==> src/rtl/ring_osc_ctrl.sv <==
// -----------------------------------------------------------------------------
// ring_osc_ctrl
//
// Purpose:
//   Synchronous sequencer/monitor for one NCL dual-rail oscillation ring.
//   Holds the ring in its initial wavefront pattern, releases it, ignores
//   start-up glitches for a settle window, then counts wavefronts seen on one
//   asynchronous completion tap, measures the edge-to-edge period in clk
//   cycles and detects stalls. A stall triggers a bounded number of automatic
//   re-inits before the controller parks in FAULT.
//
// Optional feature (compile-time macro RING_OSC_CTRL_AVG_EN):
//   When defined, o_period reports the mean of the last 4 intervals and
//   o_period_valid only pulses once 4 intervals exist since RUN entry.
//   When undefined, o_period is the most recent single interval.
//
// Ports:
//   i_clk          system clock
//   i_init         asynchronous active-high reset
//   i_start        level; begin a run (honoured in IDLE only)
//   i_stop         level; abort to IDLE from any state, beats i_start
//   i_tap_comp     asynchronous completion tap from one ring stage
//   o_ring_init    ring init line; high holds the ring in its initial pattern
//   o_running      high while in RUN
//   o_stall        one-cycle pulse per timeout detection
//   o_fault        high while in FAULT
//   o_wave_count   tap rising edges counted in RUN (wraps)
//   o_period       last measured interval (or 4-interval mean) in clk cycles
//   o_period_valid one-cycle pulse when o_period updates
//   o_retries      re-init attempts since the last start (saturating)
// -----------------------------------------------------------------------------
module ring_osc_ctrl #(
    parameter int unsigned INIT_CYCLES   = 20,  // must be >= 1
    parameter int unsigned SETTLE_CYCLES = 8,   // must be >= 1
    parameter int unsigned TIMEOUT       = 255,
    parameter int unsigned CNT_W         = 16,
    parameter int unsigned MAX_RETRY     = 3    // must fit in 2 bits
) (
    input  logic             i_clk,
    input  logic             i_init,
    input  logic             i_start,
    input  logic             i_stop,
    input  logic             i_tap_comp,
    output logic             o_ring_init,
    output logic             o_running,
    output logic             o_stall,
    output logic             o_fault,
    output logic [CNT_W-1:0] o_wave_count,
    output logic [CNT_W-1:0] o_period,
    output logic             o_period_valid,
    output logic [1:0]       o_retries
);

    localparam int unsigned PH_MAX = (INIT_CYCLES > SETTLE_CYCLES) ? INIT_CYCLES : SETTLE_CYCLES;
    localparam int unsigned PH_W   = $clog2(PH_MAX + 1);
    localparam int unsigned TMO_W  = $clog2(TIMEOUT + 1);

    typedef enum logic [2:0] {
        StIdle,
        StInit,
        StSettle,
        StRun,
        StFault
    } state_t;

    state_t r_state, w_state_next;

    // Tap synchroniser (2 flops), delayed copy for edge detect, registered edge.
    logic r_sync1, r_sync2, r_sync3, r_edge;

    logic [PH_W-1:0]  r_ph,       w_ph_next;
    logic [TMO_W-1:0] r_tmo,      w_tmo_next;
    logic [CNT_W-1:0] r_per_cnt,  w_per_cnt_next;
    logic             r_first,    w_first_next;
    logic [CNT_W-1:0] r_wave,     w_wave_next;
    logic [CNT_W-1:0] r_period,   w_period_next;
    logic             r_pv,       w_pv_next;
    logic             r_stall,    w_stall_next;
    logic [1:0]       r_retries,  w_retries_next;
    logic             r_ring_init, w_ring_init_next;
    logic             r_running,  w_running_next;
    logic             r_fault,    w_fault_next;

`ifdef RING_OSC_CTRL_AVG_EN
    logic [CNT_W-1:0] r_buf [4];
    logic [CNT_W-1:0] w_buf_next [4];
    logic [CNT_W+1:0] r_acc, w_acc_next;
    // Number of intervals captured since RUN entry, saturating at 3 ("3 or more").
    logic [1:0]       r_ncap, w_ncap_next;
`endif

    // -------------------------------------------------------------------------
    // Tap synchroniser and rising-edge detector
    // -------------------------------------------------------------------------
    always_ff @(posedge i_clk or posedge i_init) begin
        if (i_init) begin
            r_sync1 <= 1'b0;
            r_sync2 <= 1'b0;
            r_sync3 <= 1'b0;
            r_edge  <= 1'b0;
        end else begin
            r_sync1 <= i_tap_comp;
            r_sync2 <= r_sync1;
            r_sync3 <= r_sync2;
            r_edge  <= r_sync2 & ~r_sync3;
        end
    end

    // -------------------------------------------------------------------------
    // State and datapath registers
    // -------------------------------------------------------------------------
    always_ff @(posedge i_clk or posedge i_init) begin
        if (i_init) begin
            r_state     <= StIdle;
            r_ph        <= '0;
            r_tmo       <= '0;
            r_per_cnt   <= '0;
            r_first     <= 1'b0;
            r_wave      <= '0;
            r_period    <= '0;
            r_pv        <= 1'b0;
            r_stall     <= 1'b0;
            r_retries   <= '0;
            r_ring_init <= 1'b1;
            r_running   <= 1'b0;
            r_fault     <= 1'b0;
        end else begin
            r_state     <= w_state_next;
            r_ph        <= w_ph_next;
            r_tmo       <= w_tmo_next;
            r_per_cnt   <= w_per_cnt_next;
            r_first     <= w_first_next;
            r_wave      <= w_wave_next;
            r_period    <= w_period_next;
            r_pv        <= w_pv_next;
            r_stall     <= w_stall_next;
            r_retries   <= w_retries_next;
            r_ring_init <= w_ring_init_next;
            r_running   <= w_running_next;
            r_fault     <= w_fault_next;
        end
    end

`ifdef RING_OSC_CTRL_AVG_EN
    always_ff @(posedge i_clk or posedge i_init) begin
        if (i_init) begin
            for (int i = 0; i < 4; i++) begin
                r_buf[i] <= '0;
            end
            r_acc  <= '0;
            r_ncap <= '0;
        end else begin
            for (int i = 0; i < 4; i++) begin
                r_buf[i] <= w_buf_next[i];
            end
            r_acc  <= w_acc_next;
            r_ncap <= w_ncap_next;
        end
    end
`endif

    // -------------------------------------------------------------------------
    // Next-state and output logic
    // -------------------------------------------------------------------------
    always_comb begin
        w_state_next   = r_state;
        w_ph_next      = r_ph;
        w_tmo_next     = r_tmo;
        w_per_cnt_next = r_per_cnt;
        w_first_next   = r_first;
        w_wave_next    = r_wave;
        w_period_next  = r_period;
        w_pv_next      = 1'b0;
        w_stall_next   = 1'b0;
        w_retries_next = r_retries;
`ifdef RING_OSC_CTRL_AVG_EN
        w_buf_next  = r_buf;
        w_acc_next  = r_acc;
        w_ncap_next = r_ncap;
`endif

        if (i_stop) begin
            w_state_next = StIdle;
        end else begin
            unique case (r_state)
                StIdle: begin
                    if (i_start) begin
                        w_state_next   = StInit;
                        w_ph_next      = '0;
                        w_wave_next    = '0;
                        w_period_next  = '0;
                        w_retries_next = '0;
                    end
                end

                StInit: begin
                    if (r_ph == PH_W'(INIT_CYCLES - 1)) begin
                        w_state_next = StSettle;
                        w_ph_next    = '0;
                    end else begin
                        w_ph_next = r_ph + PH_W'(1);
                    end
                end

                StSettle: begin
                    // Tap edges here are start-up artefacts and are dropped.
                    if (r_ph == PH_W'(SETTLE_CYCLES - 1)) begin
                        w_state_next   = StRun;
                        w_ph_next      = '0;
                        w_tmo_next     = '0;
                        w_per_cnt_next = '0;
                        w_first_next   = 1'b0;
`ifdef RING_OSC_CTRL_AVG_EN
                        for (int i = 0; i < 4; i++) begin
                            w_buf_next[i] = '0;
                        end
                        w_acc_next  = '0;
                        w_ncap_next = '0;
`endif
                    end else begin
                        w_ph_next = r_ph + PH_W'(1);
                    end
                end

                StRun: begin
                    // Period counter only runs once the first edge has been seen.
                    if (r_first && (r_per_cnt != '1)) begin
                        w_per_cnt_next = r_per_cnt + CNT_W'(1);
                    end

                    if (r_edge) begin
                        // An edge coinciding with timeout expiry wins: no stall.
                        w_wave_next    = r_wave + CNT_W'(1);
                        w_tmo_next     = '0;
                        w_per_cnt_next = CNT_W'(1);
                        if (!r_first) begin
                            w_first_next = 1'b1;
                        end else begin
`ifdef RING_OSC_CTRL_AVG_EN
                            // Running sum: add newest interval, drop the oldest.
                            w_buf_next[0] = r_per_cnt;
                            for (int i = 1; i < 4; i++) begin
                                w_buf_next[i] = r_buf[i-1];
                            end
                            w_acc_next = r_acc + {2'b00, r_per_cnt} - {2'b00, r_buf[3]};
                            if (r_ncap == 2'd3) begin
                                w_period_next = w_acc_next[CNT_W+1:2];
                                w_pv_next     = 1'b1;
                            end else begin
                                w_ncap_next = r_ncap + 2'd1;
                            end
`else
                            w_period_next = r_per_cnt;
                            w_pv_next     = 1'b1;
`endif
                        end
                    end else if (r_tmo == TMO_W'(TIMEOUT)) begin
                        w_stall_next = 1'b1;
                        if (r_retries < 2'(MAX_RETRY)) begin
                            w_retries_next = r_retries + 2'd1;
                            w_state_next   = StInit;
                            w_ph_next      = '0;
                        end else begin
                            w_state_next = StFault;
                        end
                    end else begin
                        w_tmo_next = r_tmo + TMO_W'(1);
                    end
                end

                StFault: begin
                    // Parked until i_stop, handled above.
                end

                default: begin
                    w_state_next = StIdle;
                end
            endcase
        end

        // Level outputs are registered copies of the next-state decode so the
        // ring init line is glitch-free.
        w_ring_init_next = (w_state_next == StIdle) || (w_state_next == StInit) ||
                           (w_state_next == StFault);
        w_running_next   = (w_state_next == StRun);
        w_fault_next     = (w_state_next == StFault);
    end

    assign o_ring_init    = r_ring_init;
    assign o_running      = r_running;
    assign o_stall        = r_stall;
    assign o_fault        = r_fault;
    assign o_wave_count   = r_wave;
    assign o_period       = r_period;
    assign o_period_valid = r_pv;
    assign o_retries      = r_retries;

endmodule

==> config.mk <==
export PLATFORM = sky130hd
export DESIGN_NAME = ring_osc_ctrl
export DESIGN_NICKNAME = d
export VERILOG_FILES = /design/src/rtl/ring_osc_ctrl.sv
export SDC_FILE = /design/constraint.sdc
export NUM_CORES = 1
export LEC_CHECK = 0
export CORE_ASPECT_RATIO = 0.8
export CORE_MARGIN = 4
export CORE_UTILIZATION = 35
export DETAILED_ROUTE_END_ITERATION = 10
export PLACE_DENSITY = 0.61
export SETUP_SLACK_MARGIN = 0.1
export SYNTH_ARGS = -nofsm -noshare
export SYNTH_HDL_FRONTEND = slang
export SYNTH_SLANG_ARGS = --single-unit
==> constraint.sdc <==
create_clock -name i_clk -period 1.9 [get_ports i_clk]
set_input_delay 0.19 -clock i_clk [delete_from_list [all_inputs] [get_ports i_clk]]
set_output_delay 0.19 -clock i_clk [all_outputs]
set_load 0.01 [all_outputs]
; ---- After elaboration in Yosys (flattened, before gate mapping)
; Index checks and enable logic that the tools add are counted.
[word_totals]
reg_bits = 76
latchBits = 0
ram_bits = 0
mem_bits_ro = 0
input_bits = 5
out_inout_bits = 39
word_cells = 106
n_memories = 0
[op_classes]
add_sub_neg = 5
mul = 0
n_div = 0
magnitude_cmp = 1
eq_ne = 20
shifts = 0
n_mux = 45
bitwise_logic = 3
reduce_logical = 15
[ops]
columns = operator, count
row1 = two-way mux 16 bit, 7
row2 = case mux 16 bit (2 select lines), 3
row3 = "adder 16 x 1 -> 16 bit, second input constant", 2
row4 = two-way mux 5 bit, 6
row5 = two-way mux 8 bit, 3
row6 = two-way mux 3 bit, 7
row7 = case mux 5 bit (4 select lines), 1
row8 = "inequality test 16 bit, second input constant", 1
row9 = case mux 8 bit (2 select lines), 1
row10 = AND reduction 4 bit, 4
row11 = case mux 3 bit (5 select lines), 1
row12 = "inequality test 2 bit, second input constant", 7
row13 = AND reduction 6 bit, 2
row14 = two-way mux 1 bit, 10
row15 = "== test 3 x 2 -> 1 bit, second input constant", 3
row16 = "adder 8 x 1 -> 8 bit, second input constant", 1
row17 = "== test 8 bit, second input constant", 1
row18 = two-way mux 2 bit, 4
row19 = "== test 3 x 1 -> 1 bit, second input constant", 2
row20 = "== test 3 bit, second input constant", 2
row21 = zero test 3 bit, 2
row22 = "inequality test 3 bit, second input constant", 2
row23 = "adder 5 x 1 -> 5 bit, second input constant", 1
row24 = "== test 5 x 3 -> 1 bit, second input constant", 1
row25 = 12 further kinds, 15

; ---- Depth between registers and ports, before layout
; Gate-level depths: netlist of the first run.
[depth]
word_depth = 9
depth_mapped = 8
mapped_depth_nobuf = 7

; ---- Worst setup path before layout of the first run
; OpenSTA, ideal clock, no wires.
[synth_path]
kind = register to register
from = register r_ph[0]
to = register r_per_cnt[2]
setup_time_ns = 0.124
arrival_ns = 1.667
t_required_ns = 1.776
path_slack_ns = 0.109
path_stages_with_launch = 7
path_buffers = 0
synth_period_minus_slack_ns = 1.791
path_cell_list = dfrtp_1 > ha_1 > and4bb_1 > o211ai_2 > nor2_1 > and4b_1 > a211o_1
[synth_via]
elab_chain_cells = 3
[synth_lines]
columns = element, line_no
row1 = start: declaration, 71  ; logic [PH_W-1:0] r_ph, w_ph_next;
row2 = start signal: assignment, 129  ; r_ph <= w_ph_next;
row3 = == test 5 x 3 -> 1 bit, 207  ; if (r_ph == PH_W'(SETTLE_CYCLES - 1)) begin
row4 = inequality test 2 bit (no source line), n/a
row5 = AND reduction 4 bit (no source line), n/a
row6 = end signal: assignment, 131  ; r_per_cnt <= w_per_cnt_next;
row7 = end: declaration, 73  ; logic [CNT_W-1:0] r_per_cnt, w_per_cnt_next;
; No other way between the ends.
; A chain may end at the register's enable or synchronous reset.

; ---- Worst setup path in the final report of the first run
[layout_path]
from = register r_ph[1]
to = register r_per_cnt[4]
; Same word-level chain as after synthesis.

==> results of run 1 <==
[per-layer routing]
layer  GRT usage, %  vias up  wire, um
li1               -     1571         -
met1           20.9     1602      4360
met2           22.5       62      4070
met3           3.70        9       345
met4           4.55        0       112
met5              0        -         0
[sequential cells by signal (all words and copies together), names as in the netlist, 2 cells and up]
signal,cells
r_ph,5
r_state,3
o_retries,2
o_wave_count,16
r_per_cnt,16
o_period,16
r_tmo,8
[layout make-up]
| cell class | count | area share, % |
|---|---|---|
| Sequential cell | 76 | 37.3 |
| Multi-Input combinational cell | 269 | 36.7 |
| Timing Repair Buffer | 85 | 15.2 |
| Clock buffer | 12 | 4.81 |
| Tap cell | 140 | 3.42 |
| Clock inverter | 4 | 1.42 |
| Inverter | 15 | 1.17 |
[layout by cell type (no fill, tap or decap), types with 3 or more instances in the layout]
| cell | netlist | layout |
|---|---|---|
| o211ai_1 | 10 | 10 |
| dfrtp_1 | 75 | 70 |
| o21ai_0 | 24 | 22 |
| clkbuf_16 | 0 | 9 |
| dfrtp_2 | 0 | 5 |
| o311ai_2 | 0 | 3 |
| or3_1 | 4 | 4 |
| xor2_1 | 7 | 7 |
| buf_4 | 3 | 38 |
| nor3_1 | 12 | 11 |
| a31oi_1 | 3 | 3 |
| a21o_1 | 3 | 3 |
| and2_1 | 4 | 4 |
| nand3_2 | 1 | 6 |
| o31ai_2 | 1 | 3 |
| nand4_1 | 11 | 11 |
| nor2_1 | 17 | 17 |
| nand4bb_1 | 3 | 3 |
| a21oi_1 | 11 | 11 |
| o41ai_1 | 6 | 3 |
| and3_1 | 6 | 6 |
| or4_4 | 0 | 4 |
| a22o_1 | 18 | 18 |
| nand3_1 | 23 | 18 |
| clkdlybuf4s50_1 | 0 | 43 |
| ha_1 | 5 | 3 |
| o21ai_1 | 2 | 4 |
| inv_1 | 15 | 14 |
| nand2_1 | 46 | 46 |
[worst max-delay path: stages, from the launching register on]
cell and delay (ps):
dfrtp_1 370, ha_2 190, and4bb_2 280, o211a_4 230, nand2_8 80, or4_4 490, nand3_2 80
[path summary, 6_finish.rpt]
path	from	end	slack (ps)
max in group asynchronous	i_init	o_ring_init$_DFF_PP1_	1120
min in group i_clk	i_tap_comp	r_sync1$_DFF_PP0_	290
hold / removal	i_init	o_running$_DFF_PP0_	180
setup / recovery	r_ph[1]$_DFFE_PP0P_	r_per_cnt[4]$_DFFE_PP0P_	120
hold reg to reg	r_sync1$_DFF_PP0_	r_sync2$_DFF_PP0_	360
setup reg to reg	r_ph[1]$_DFFE_PP0P_	r_per_cnt[4]$_DFFE_PP0P_	120
[per-stage QoR]
stage	cell area [um^2]	std cells	setup TNS [ps]	total power [uW]
6_report	5120	601	0	3610
5_1_grt	5120	601	0	3750
4_1_cts	4940	598	0	3660
3_5_place_dp	4600	581	-45.7	1810
3_3_place_gp	4600	581	0	1800
2_1_floorplan	3770	377	0	1750
[cell families after synthesis]
group,Yosys count,share of synthesized area (%)
mux,1,0.265
simple gates,155,22.8
compound gates,101,19.4
fa+ha+maj,5,1.66
flops,76,50.5
xor+xnor,7,1.63
buf+inv,32,3.78
[what timing repair did]
action | 4_1_cts | 5_1_grt
setup endpoints to repair | 15 | 53
buffers inserted | 1 | 3
pin swaps | 3 | 20
gates resized for setup | 3 | 38
[power breakdown]
| part | switching [uW] | internal (uW) |
|---|---|---|
| Clock | 637 | 1180 |
| Sequential | 13.8 | 1630 |
| Combinational | 85.0 | 55.5 |
==> results, run 1 <==
- Routability-driven placement finished with a final weighted congestion of 0.853.
- The worst setup margin is 118 ps.
- The flow ran to the end, and the final reports show no timing, DRC or antenna violations.
- The number of nets still failing antenna checks after routing is 0.
- The number of global-route vias before repair is 3010.
- In this run the power density over the cells is 704 mW/mm^2.
- The clock network latency to the later pin of the worst-skew pair is 340 ps.
- After detailed routing, the number of remaining DRC violations is 0.
- The register cell area after layout is 0.00191 mm^2.
- The hold buffer count at CTS is 0.
- The number of optimization iterations in the first detailed-route pass is 4.
- Sorting the synthesized cells by area gives the leading types as dfrtp_1 (50%), nand2_1 (4.6%), a22o_1 (4.2%).
- The DRC marker count from the first detailed-route iteration is 156.
- The number of antenna violations at the first check in global routing is 0.
- The region available for standard cell placement spans 0.0104 mm^2.
- Summed over its instances, the top area cell type makes up 49.8% of the synthesized netlist area.
- Timing analysis after detailed placement gives a worst setup slack of -45.7 ps.
- Summed over all cells, the static leakage comes to 0.00220 uW.
- The type of the tightest min-delay check is input port to asynchronous set/reset pin.
- STA classifies the critical path startpoint as a flop.
- The total of endpoints with negative setup slack in the final report is 0.
- Row generation in the floorplan step produced 33 rows.
- The clock transition time at the flip-flop clock pins of the worst setup and hold paths is 60 ps.
- The number of hold violations in the final report is 0.
- The vertical extent of the die is 101 um.
- Global routing used 14.8% of the available tracks.
- During synthesis, Yosys emitted a total of 0 warnings.
- The area used by multi-input combinational logic is 0.00188 mm^2.
- Dividing the final minimum period by the clock period gives 93.8%.
- The highest achievable clock rate is 0.561 GHz.
- Ranked by instance count, the synthesized netlist is headed by dfrtp_1 (75), nand2_1 (46), o21ai_0 (24).
- The count of final max-slew check failures is 0.
- Pin placement for this block handled 44 I/O pins.
- The critical path class is flop to flop.
- The routed design has 8890 um of wire.
- The commonest register cell after synthesis is dfrtp_1.
- The distinct cell type count after synthesis is 60.
- Cells with a size suffix above 1 make up 21.5% of the layout.
- Entering global routing, the biggest net connects 50 pins.
- When the netlist entered floorplanning its net count stood at 387.
- The maximum buffer depth of the clock tree is 2.
- Counting flops with a built-in enable in the synthesized netlist gives 0.
- STA classifies the critical path endpoint as a flop.
- VDD sags by at most 0.510 mV.
- Counting the buffers created by CTS gives 9.
- The number of flip-flops and latches in the synthesized netlist is 76.
- The post-synthesis cell type with the largest combined area is dfrtp_1.
- After legalization and detailed placement, the total HPWL measured 6210 um.
- The tool flagged a number of max-cap violations equal to 0.
- In the final routed layout, each cell accounts on average for 14.8 um.
- The die span in x is 124 um.
- The full die area is 0.0125 mm^2.
- The synthesized netlist occupies a cell area of 0.00377 mm^2.
- The sink count of the clock tree is 76.
- For the pin with the worst max-slew slack, the measured transition is 378 ps.
- The vias after detailed routing is 3244.
- The core occupancy in the finished layout is 49.4%.
- The clock arrives with 8.26 ps of skew.
- The arrival time at the worst endpoint is 2060 ps.
- Hold is met by 179 ps.
- The count of input and output buffers is 43.
- The repair_antennas step left the layout with diodes totalling 0.
- The minimum clock period is 1780 ps.
- The share of flip-flops with an asynchronous set or reset after synthesis is 100%.
- The initial utilization of the core area, before any placement, comes to 36.4%.
- Global routing finished with a remaining overflow of 0.
- The critical path data required time is 2170 ps.
- The count of fill cells added during filler insertion is 956.
- The number of vias per cell is 5.40.
- The first global-routing pass estimated 14700 um of wire.
- Measured in cells, the most critical reg-to-reg path has a length of 6.
- Counting every instance in the synthesized netlist gives 377.
- The post-synthesis to final-layout area growth is 35.8%.
- The final layout contains 466 nets.
- The H-tree was split into 3 levels.
- Of all nets on the critical path, the largest fanout is 8.
- TritonCTS built the clock tree.
- The average cell area after synthesis is 10.0 um^2.
- The root buffer cell is clkbuf_16.
- Setup repair after global routing could not meet its margin everywhere.
- For this run, the register share of the synthesized area comes to 50.5%.
- In this run the tightest slew margin relative to its limit is 74.8%.
- The dominant cell by count in the synthesized netlist is dfrtp_1.
No activity file was read; power rests on OpenSTA's default activity.
==> run 2: changes to the inputs <==
--- a/config.mk
+++ b/config.mk
@@ -8,6 +8,7 @@
 export CORE_ASPECT_RATIO = 0.8
 export CORE_MARGIN = 4
 export CORE_UTILIZATION = 35
+export CTS_CLUSTER_SIZE = 30
 export DETAILED_ROUTE_END_ITERATION = 10
 export PLACE_DENSITY = 0.61
 export SETUP_SLACK_MARGIN = 0.1
==> results of run 2 <==
Final layout, timing and power as in run 1 (identical DEF).
